File: config.mk
export PLATFORM = sky130hd
export DESIGN_NAME = load_hazard_scoreboard
export DESIGN_NICKNAME = d
export VERILOG_FILES = /design/src/rtl/hazard_pkg.sv /design/src/rtl/hazard_src_decode.sv /design/src/rtl/load_hazard_scoreboard.sv
export SDC_FILE = /design/constraint.sdc
export NUM_CORES = 1
export LEC_CHECK = 0
export BUFFER_PORTS_ARGS = -buffer_cell sky130_fd_sc_hd__buf_2
export CAP_MARGIN = 20
export CORE_MARGIN = 2
export CORE_UTILIZATION = 52
export CTS_CLUSTER_DIAMETER = 120
export DETAILED_ROUTE_END_ITERATION = 10
export GPL_TIMING_DRIVEN = 0
export PLACE_DENSITY = 0.79
export SLEW_MARGIN = 10
export SYNTH_ARGS = -nofsm -noshare
export SYNTH_HDL_FRONTEND = slang
export SYNTH_SLANG_ARGS = --single-unit
File: constraint.sdc
create_clock -name clk -period 2.7 [get_ports clk]
set_input_delay 0.27 -clock clk [delete_from_list [all_inputs] [get_ports clk]]
set_output_delay 0.27 -clock clk [all_outputs]
set_load 0.01 [all_outputs]
File: src/rtl/hazard_pkg.sv
// Shared definitions for the load hazard scoreboard: opcodes, FSM states and
// the pending-load table entry.
package hazard_pkg;

    localparam logic [6:0] OPC_OP     = 7'b0110011;
    localparam logic [6:0] OPC_OPIMM  = 7'b0010011;
    localparam logic [6:0] OPC_LOAD   = 7'b0000011;
    localparam logic [6:0] OPC_STORE  = 7'b0100011;
    localparam logic [6:0] OPC_BRANCH = 7'b1100011;
    localparam logic [6:0] OPC_JALR   = 7'b1100111;

    // Entry rd field is sized for the widest supported register index;
    // narrower indices are zero-extended on the way in.
    localparam int unsigned ENTRY_RD_W = 8;

    typedef enum logic [1:0] {
        HZ_RUN,
        HZ_STALL,
        HZ_ERR
    } hz_state_e;

    typedef struct packed {
        logic                  valid;
        logic [ENTRY_RD_W-1:0] rd;
    } pend_entry_t;

endpackage

File: src/rtl/hazard_src_decode.sv
// Combinational RV32I field extraction: which sources an instruction reads,
// whether it is a load, and its register indices.
module hazard_src_decode
    import hazard_pkg::*;
#(
    parameter int unsigned REG_AW = 5
) (
    input  logic [31:0]       inst,
    output logic              use_rs1,
    output logic              use_rs2,
    output logic              is_load,
    output logic [REG_AW-1:0] rs1,
    output logic [REG_AW-1:0] rs2,
    output logic [REG_AW-1:0] rd
);

    logic unused_inst_bits;
    assign unused_inst_bits = ^{inst[31:25], inst[14:12]};

    assign rs1 = REG_AW'(inst[19:15]);
    assign rs2 = REG_AW'(inst[24:20]);
    assign rd  = REG_AW'(inst[11:7]);

    always_comb begin
        use_rs1 = 1'b0;
        use_rs2 = 1'b0;
        is_load = 1'b0;
        case (inst[6:0])
            OPC_OP, OPC_STORE, OPC_BRANCH: begin
                use_rs1 = 1'b1;
                use_rs2 = 1'b1;
            end
            OPC_OPIMM, OPC_JALR: begin
                use_rs1 = 1'b1;
            end
            OPC_LOAD: begin
                use_rs1 = 1'b1;
                is_load = 1'b1;
            end
            default: ;
        endcase
    end

endmodule

File: src/rtl/load_hazard_scoreboard.sv
// Outstanding-load scoreboard: stalls decode on RAW/WAW against pending loads or a full
// table, with stall-timeout detection. Define HAZARD_STATS_EN for stall statistics.
module load_hazard_scoreboard
    import hazard_pkg::*;
#(
    parameter int unsigned NUM_PENDING = 2,
    parameter int unsigned REG_AW      = 5,
    parameter int unsigned TIMEOUT     = 64,
    parameter int unsigned CNT_W       = $clog2(TIMEOUT + 1)
) (
    input  logic                               clk,
    input  logic                               rst_n,
    input  logic                               dec_valid,
    input  logic [31:0]                        dec_inst,
    input  logic                               wb_valid,
    input  logic [REG_AW-1:0]                  wb_rd,
    input  logic                               flush,
    output logic                               stall,
    output logic [$clog2(NUM_PENDING+1)-1:0]   pending_cnt,
`ifdef HAZARD_STATS_EN
    output logic [31:0]                        stat_stall_cycles,
    output logic [31:0]                        stat_raw_stalls,
`endif
    output logic                               timeout_err
);

    localparam int unsigned PC_W = $clog2(NUM_PENDING + 1);

    logic              use_rs1, use_rs2, is_load;
    logic [REG_AW-1:0] rs1, rs2, rd;

    hazard_src_decode #(
        .REG_AW (REG_AW)
    ) u_src_decode (
        .inst    (dec_inst),
        .use_rs1 (use_rs1),
        .use_rs2 (use_rs2),
        .is_load (is_load),
        .rs1     (rs1),
        .rs2     (rs2),
        .rd      (rd)
    );

    pend_entry_t entries_q [NUM_PENDING];
    pend_entry_t entries_d [NUM_PENDING];
    hz_state_e   state_q, state_d;
    logic [CNT_W-1:0] stall_cnt_q, stall_cnt_d;
    logic [PC_W-1:0]  pending_cnt_d;

    logic hit_rs1, hit_rs2, hit_rd;
    logic ld_tracked, cond_raw, cond_waw, cond_full;
    logic alloc_en, enter_err, clear_all, found;

    // Hits use the registered table only: a writeback this cycle does not bypass.
    always_comb begin
        hit_rs1 = 1'b0;
        hit_rs2 = 1'b0;
        hit_rd  = 1'b0;
        for (int i = 0; i < NUM_PENDING; i++) begin
            if (entries_q[i].valid) begin
                if (entries_q[i].rd == ENTRY_RD_W'(rs1)) hit_rs1 = 1'b1;
                if (entries_q[i].rd == ENTRY_RD_W'(rs2)) hit_rs2 = 1'b1;
                if (entries_q[i].rd == ENTRY_RD_W'(rd))  hit_rd  = 1'b1;
            end
        end
    end

    assign ld_tracked = is_load && (rd != '0);
    assign cond_raw   = (use_rs1 && (rs1 != '0) && hit_rs1) ||
                        (use_rs2 && (rs2 != '0) && hit_rs2);
    assign cond_waw   = ld_tracked && hit_rd;
    assign cond_full  = ld_tracked && (pending_cnt == PC_W'(NUM_PENDING));

    assign stall = rst_n && dec_valid && !flush && (state_q != HZ_ERR) &&
                   (cond_raw || cond_waw || cond_full);

    assign alloc_en = rst_n && dec_valid && ld_tracked && !stall && !flush;

    always_comb begin
        state_d     = state_q;
        stall_cnt_d = stall_cnt_q;
        enter_err   = 1'b0;
        unique case (state_q)
            HZ_RUN: begin
                if (stall) begin
                    state_d     = HZ_STALL;
                    stall_cnt_d = CNT_W'(1);
                end else begin
                    stall_cnt_d = '0;
                end
            end
            HZ_STALL: begin
                if (!stall) begin
                    state_d     = HZ_RUN;
                    stall_cnt_d = '0;
                end else if (stall_cnt_q == CNT_W'(TIMEOUT - 1)) begin
                    state_d   = HZ_ERR;
                    enter_err = 1'b1;
                end else if (stall_cnt_q != '1) begin
                    stall_cnt_d = stall_cnt_q + CNT_W'(1);
                end
            end
            HZ_ERR: begin
                state_d     = HZ_RUN;
                stall_cnt_d = '0;
            end
            default: begin
                state_d     = HZ_RUN;
                stall_cnt_d = '0;
            end
        endcase
        if (flush) stall_cnt_d = '0;
    end

    assign clear_all = flush || enter_err || (state_q == HZ_ERR);

    // Clear first, then allocate from the registered free map, so a slot freed
    // this cycle is not reused until the next one.
    always_comb begin
        found = 1'b0;
        for (int i = 0; i < NUM_PENDING; i++) begin
            entries_d[i] = entries_q[i];
            if (wb_valid && entries_q[i].valid && (entries_q[i].rd == ENTRY_RD_W'(wb_rd))) begin
                entries_d[i].valid = 1'b0;
            end
        end
        if (alloc_en) begin
            for (int i = 0; i < NUM_PENDING; i++) begin
                if (!found && !entries_q[i].valid) begin
                    entries_d[i].valid = 1'b1;
                    entries_d[i].rd    = ENTRY_RD_W'(rd);
                    found              = 1'b1;
                end
            end
        end
        if (clear_all) begin
            for (int i = 0; i < NUM_PENDING; i++) entries_d[i] = '0;
        end
    end

    always_comb begin
        pending_cnt_d = '0;
        for (int i = 0; i < NUM_PENDING; i++) begin
            pending_cnt_d = pending_cnt_d + PC_W'(entries_d[i].valid);
        end
    end

    always_ff @(posedge clk) begin
        if (!rst_n) begin
            state_q     <= HZ_RUN;
            stall_cnt_q <= '0;
            pending_cnt <= '0;
            timeout_err <= 1'b0;
            for (int i = 0; i < NUM_PENDING; i++) entries_q[i] <= '0;
        end else begin
            state_q     <= state_d;
            stall_cnt_q <= stall_cnt_d;
            pending_cnt <= pending_cnt_d;
            timeout_err <= timeout_err || enter_err;
            for (int i = 0; i < NUM_PENDING; i++) entries_q[i] <= entries_d[i];
        end
    end

`ifdef HAZARD_STATS_EN
    always_ff @(posedge clk) begin
        if (!rst_n) begin
            stat_stall_cycles <= '0;
            stat_raw_stalls   <= '0;
        end else begin
            if (stall) stat_stall_cycles <= stat_stall_cycles + 32'd1;
            if (stall && (state_q == HZ_RUN) && cond_raw) begin
                stat_raw_stalls <= stat_raw_stalls + 32'd1;
            end
        end
    end
`else
    // Statistics counters are not built in this configuration.
`endif

endmodule

# Yosys cells after proc, flatten, opt, wreduce, memory -nomap -nowiden
# Memories as Yosys holds them, arrays and structs flattened.
# Index checks and enable logic that the tools add are counted.
[totals]
inputBits = 42
output_inout_bits = 4
regBits = 12
memories = 1
ram_bits = 18
[memory_table]
columns = ["memory", "words", "width", "rd", "rd_ports_with_merged_regs", "write_ports", "line", "rtl"]
rows = [
  ["entries_q", 2, 9, 2, 0, 2, "load_hazard_scoreboard.sv:44", "pend_entry_t entries_q [NUM_PENDING];"],
]
[classes]
reduce_logical = 38
n_eq_ne = 24
n_mux = 39
n_bitwise = 3
addsub = 2
[op_table]
columns = ["op", "count"]
rows = [
  ["equality test 8 x 5 -> 1 bit", 8],
  ["two-way mux 18 bit", 2],
  ["two-way mux 9 bit", 4],
  ["two-way mux 1 bit", 25],
  ["equality test 7 x 6 -> 1 bit (second input constant)", 3],
  ["two-way mux 7 bit", 3],
  ["logical AND 1 bit", 19],
  ["nonzero test 5 bit", 3],
  ["equality test 7 bit (second input constant)", 2],
  ["one-hot mux 7 bit (2 select lines)", 1],
  ["!= test 3 bit (second input constant)", 3],
  ["adder 7 x 1 -> 7 bit (second input constant)", 1],
  ["equality test 7 x 2 -> 1 bit (second input constant)", 1],
  ["equality test 7 x 5 -> 1 bit (second input constant)", 1],
  ["!= test 7 bit (second input constant)", 1],
  ["logical OR 1 bit", 6],
  ["two-way mux 2 bit", 3],
  ["OR reduction 6 bit", 1],
  ["equality test 2 bit (second input constant)", 2],
  ["logical NOT 1 bit", 4],
  ["!= test 2 bit (second input constant)", 2],
  ["one-hot mux 2 bit (2 select lines)", 1],
  ["AND reduction 2 bit", 2],
  ["OR reduction 3 bit", 1],
  ["6 further kinds", 7],
]

# Longest topological paths before layout
# An unclocked memory read counts as a cell.
[logic_depth]
word_depth = 21
depth_mapped = 10
ltp_nobuf = 9

# Cells and area by module
# Synthesis repeated with hierarchy kept, for this count alone.
[unflattened]
cells_unflattened = 256
hier_area_um2 = 2163.3
[by_module_without_submodules]
columns = ["module", "cells_per_inst", "seq_area_each_um2", "area_per_inst_um2", "n_inst"]
rows = [
  ["load_hazard_scoreboard", 233, 480.5, 1990.7, 1],
  ["hazard_src_decode", 23, 0.0, 172.7, 1],
]

# Worst setup path before layout
# Ideal clock, no wire load.
[synth_timing]
path_type = "register to register"
startpoint = "register stall_cnt_q[0]"
endpoint = "register pending_cnt[0]"
setup_slack_ps = 380
required_ps = 2585
synth_period_minus_slack_ps = 2320
path_stages_with_launch = 9
arrival_ps = 2205
cell_sequence = "dfxtp_1 -> ha_1 -> and2_1 -> nand4_1 -> or3b_2 -> o31ai_1 -> a211oi_1 -> ha_1 -> and2_1"
[synth_lines]
columns = ["element", "line", "rtl"]
rows = [
  ["start, declared", "load_hazard_scoreboard.sv:47", "logic [CNT_W-1:0] stall_cnt_q, stall_cnt_d;"],
  ["start signal, assigned", "load_hazard_scoreboard.sv:157", "stall_cnt_q <= stall_cnt_d;"],
  ["end signal, assigned", "load_hazard_scoreboard.sv:158", "pending_cnt <= pending_cnt_d;"],
  ["end, declared", "load_hazard_scoreboard.sv:19", "output logic [$clog2(NUM_PENDING+1)-1:0] pending_cnt,"],
]

==> flow_summary.ini <==
[run_status]
outcome = complete, no violations

[power]
power_density_nw_per_um2 = 317
internal_power_mw = 0.448
p_seq_frac = 0.598
netSwitchingPower_mw = 0.145
vdd_drop_max_mv = 0.246
switching_share = 0.244
pwr-share-comb = 0.138
p_clk_frac = 0.265
leakage_nw = 0.788

[min_path]
holdCritPathClass = input port to flip-flop
min_from = rst_n
min_to = state_q[0]
hold_depth = 3

[synth]
ys_warn_count = 0
async_flop_share = 0
synth.avg_cell_area_sq_um = 8.61
synth_area_leaders = dfxtp_1 (30%), xnor2_1 (20%), mux2i_1 (6.8%)
synth_nets = 233
ys.flop_type = dfxtp_1
yosys_register_bits = 24
yosysTopAreaCellShare = 0.295
synth_largest_area_cell = dfxtp_1
synth_edf_count = 0
synth_area_sq_um = 1630
ys_types = 44
syn_inst = 189
ys_seq_area_frac = 0.295

[placement]
hpwl_um = 2680
gp_congestion = 0.901
placed_area_sq_um = 1840
dp_slack_ps = 101
port_buffers = 35

[clock_network]
ctsHoldBuffers = 0
numCtsBuffers = 3
clockBufferDepth = 2
cts_resized = 0
post_cts_buffers = 0
cts_max_level = 1
clkLatencyLatePin_ps = 310
cts_tree = yes
cts_sinks = 24
path_clk_slew_ps = 130
cts-root-buf = clkbuf_4

[timing]
slew_violations = 0
slew_headroom = 0.665
setup_viol_count_final = 0
finalHoldViolCount = 0
setup_tns_ps = 0
fin_crit_sh = 0.935
grt_setup_unrepaired = no
period_minus_slack_ps = 2520
layout_setup_ws_ps = 176
worst_pin_slew_ps = 496
max_freq_mhz = 396
skew_ps = 7.27

[global_route]
antenna_found_initial = 0
grt_overflow_total = 0
gr-usage-all-layers = 0.214
grt_pass1_wl_um = 5690
first_global_vias = 1331
grt_max_degree = 13

[critical_path]
crit_path_max_incr_delay_ps = 570
cp_max_fo = 5
end_kind = flip-flop
startpoint_type = flip-flop
criticalPathCategory = flip-flop to flip-flop
reg2reg_depth = 8
critPathArrivalTime_ps = 2750
reg2reg_slack_ps = 180
cp_slowest_cell = or3b_2
path_cells = ha_1 > and2_1 > nand4_1 > or3b_2 > o31ai_1 > a211oi_1 > ha_1 > and2_1
cp.required_ps = 2930
timing.rr.end = pending_cnt[0]
reg2reg_from = stall_cnt_q[0]

[floorplanning]
fp.dieH_um = 60.0
ios = 46
die_w_um = 60.0
initial_core_util = 0.542
design.die.area_sq_um = 3590
num_rows = 20
coreArea_sq_um = 3000

[drt]
wl_per_cell_um = 13.1
ant_nets = 0
dr.first_iter.drc_count = 55
drt-total-wl_um = 3400
via_per_inst = 5.44
first_pass_iters = 4
vias = 1415
drc = 0

[finish]
num-nets-final = 273
final_layout_size_suffix_gt1_frac = 0.247
syn2layout_area_growth_pct = 14.7
n_antenna_cell = 0
final_cell_area_sq_um = 1870

[job]
drv_cap = 0
synthesized netlist by cell type (all sizes together) (2+ instances only):
master / count
a211oi: 2
a21o: 2
a21oi: 5
and2: 3
and3: 3
buf: 11
clkbuf: 2
dfxtp: 24
ha: 2
inv: 3
mux2i: 11
nand2: 8
nand2b: 2
nand3b: 2
nand4: 8
nor2: 21
nor2b: 3
nor3: 8
nor4: 2
o21ai: 5
o22ai: 3
o31ai: 2
or3b: 2
xnor2: 37
xor2: 4
critical path, delay by kind of cell (launching register included):
family	cells	cell delay (ps)
compound gates	2	390
flops	1	380
fa+ha+maj	2	470
simple gates	4	1200
layer usage:
layer,track usage,share of wire,vias to the layer above
met5,0,0,-
met4,0.108,0.023,0
met3,0.0195,0.040,6
met2,0.334,0.44,35
met1,0.294,0.50,638
li1,-,-,736
power by group through the flow:
| stage | Sequential, mW | Clock [mW] | Combinational (mW) |
|---|---|---|---|
| finish | 0.354 | 0.157 | 0.0815 |
| global route | 0.354 | 0.179 | 0.0906 |
| detailed placement | 0.362 | 0 | 0.0813 |
| floorplan | 0.362 | 0 | 0.0383 |
| global placement | 0.362 | 0 | 0.0796 |
| CTS | 0.354 | 0.163 | 0.0817 |
cell usage in the layout, fill, tap and decap left out, types with 2 or more instances in the layout:
master    instances
a21oi_1           4
clkbuf_1          2
clkbuf_4          3
nor3_1            7
nor4_1            2
ha_1              2
o21ai_0           5
nor2_1           21
and2_1            3
o31ai_1           2
mux2i_1          11
dfxtp_1          24
nor2b_1           3
xnor2_1          37
o22ai_1           3
and3_1            3
buf_2            45
nand2_1           8
nand4_1           8
xor2_1            4
nand2b_1          2
nand3b_1          2
inv_1             3
a21o_1            2
how the worst max path moves through the flow:
| stage | start | to | slack [ps] | cells after the start |
|---|---|---|---|---|
| 3_5_place_dp | dec_inst[2] | pending_cnt[0] | 100 | 9 |
| 6_report | stall_cnt_q[0] | pending_cnt[0] | 180 | 8 |
| 5_1_grt | stall_cnt_q[0] | pending_cnt[0] | 5 | 8 |
| 4_1_cts | stall_cnt_q[0] | pending_cnt[0] | 160 | 8 |
| 3_3_place_gp | dec_inst[2] | pending_cnt[0] | 90 | 9 |
| 2_1_floorplan | stall_cnt_q[0] | pending_cnt[0] | 380 | 8 |
state kept, by name (all words and copies together) (netlist names):
name,flops
entries_q,12
stall_cnt_q,7
pending_cnt,2
state_q,2
timeout_err,1
final cells by class:
type | count | area (sq um)
multi-input combinational | 149 | 1070
buffer | 13 | 68.8
timing repair buffer | 35 | 175
clock buffer | 3 | 22.5
inverter | 3 | 11.3
tap | 33 | 41.3
sequential | 24 | 480
fill | 283 | 1140
metrics by stage:
step	instances	hold slack, ps	utilization	power (mW)
floorplan	189	380	-	0.400
finish	260	220	0.622	0.592
CTS	260	214	0.622	0.599
global placement	257	414	0.614	0.442
global route	260	206	0.622	0.624
detailed placement	257	416	0.614	0.443
logic make-up after synthesis:
| logic type | after synthesis | synth area share |
|---|---|---|
| AND/OR/NAND/NOR | 69 | 0.228 |
| XOR/XNOR | 41 | 0.221 |
| AO/OA/AOI/OAI | 26 | 0.124 |
| flip-flops | 24 | 0.295 |
| buffers and inverters | 16 | 0.0492 |
| multiplexers | 11 | 0.0676 |
| adder cells (fa/ha/maj) | 2 | 0.0154 |
Power figures use the tool's default switching activity.
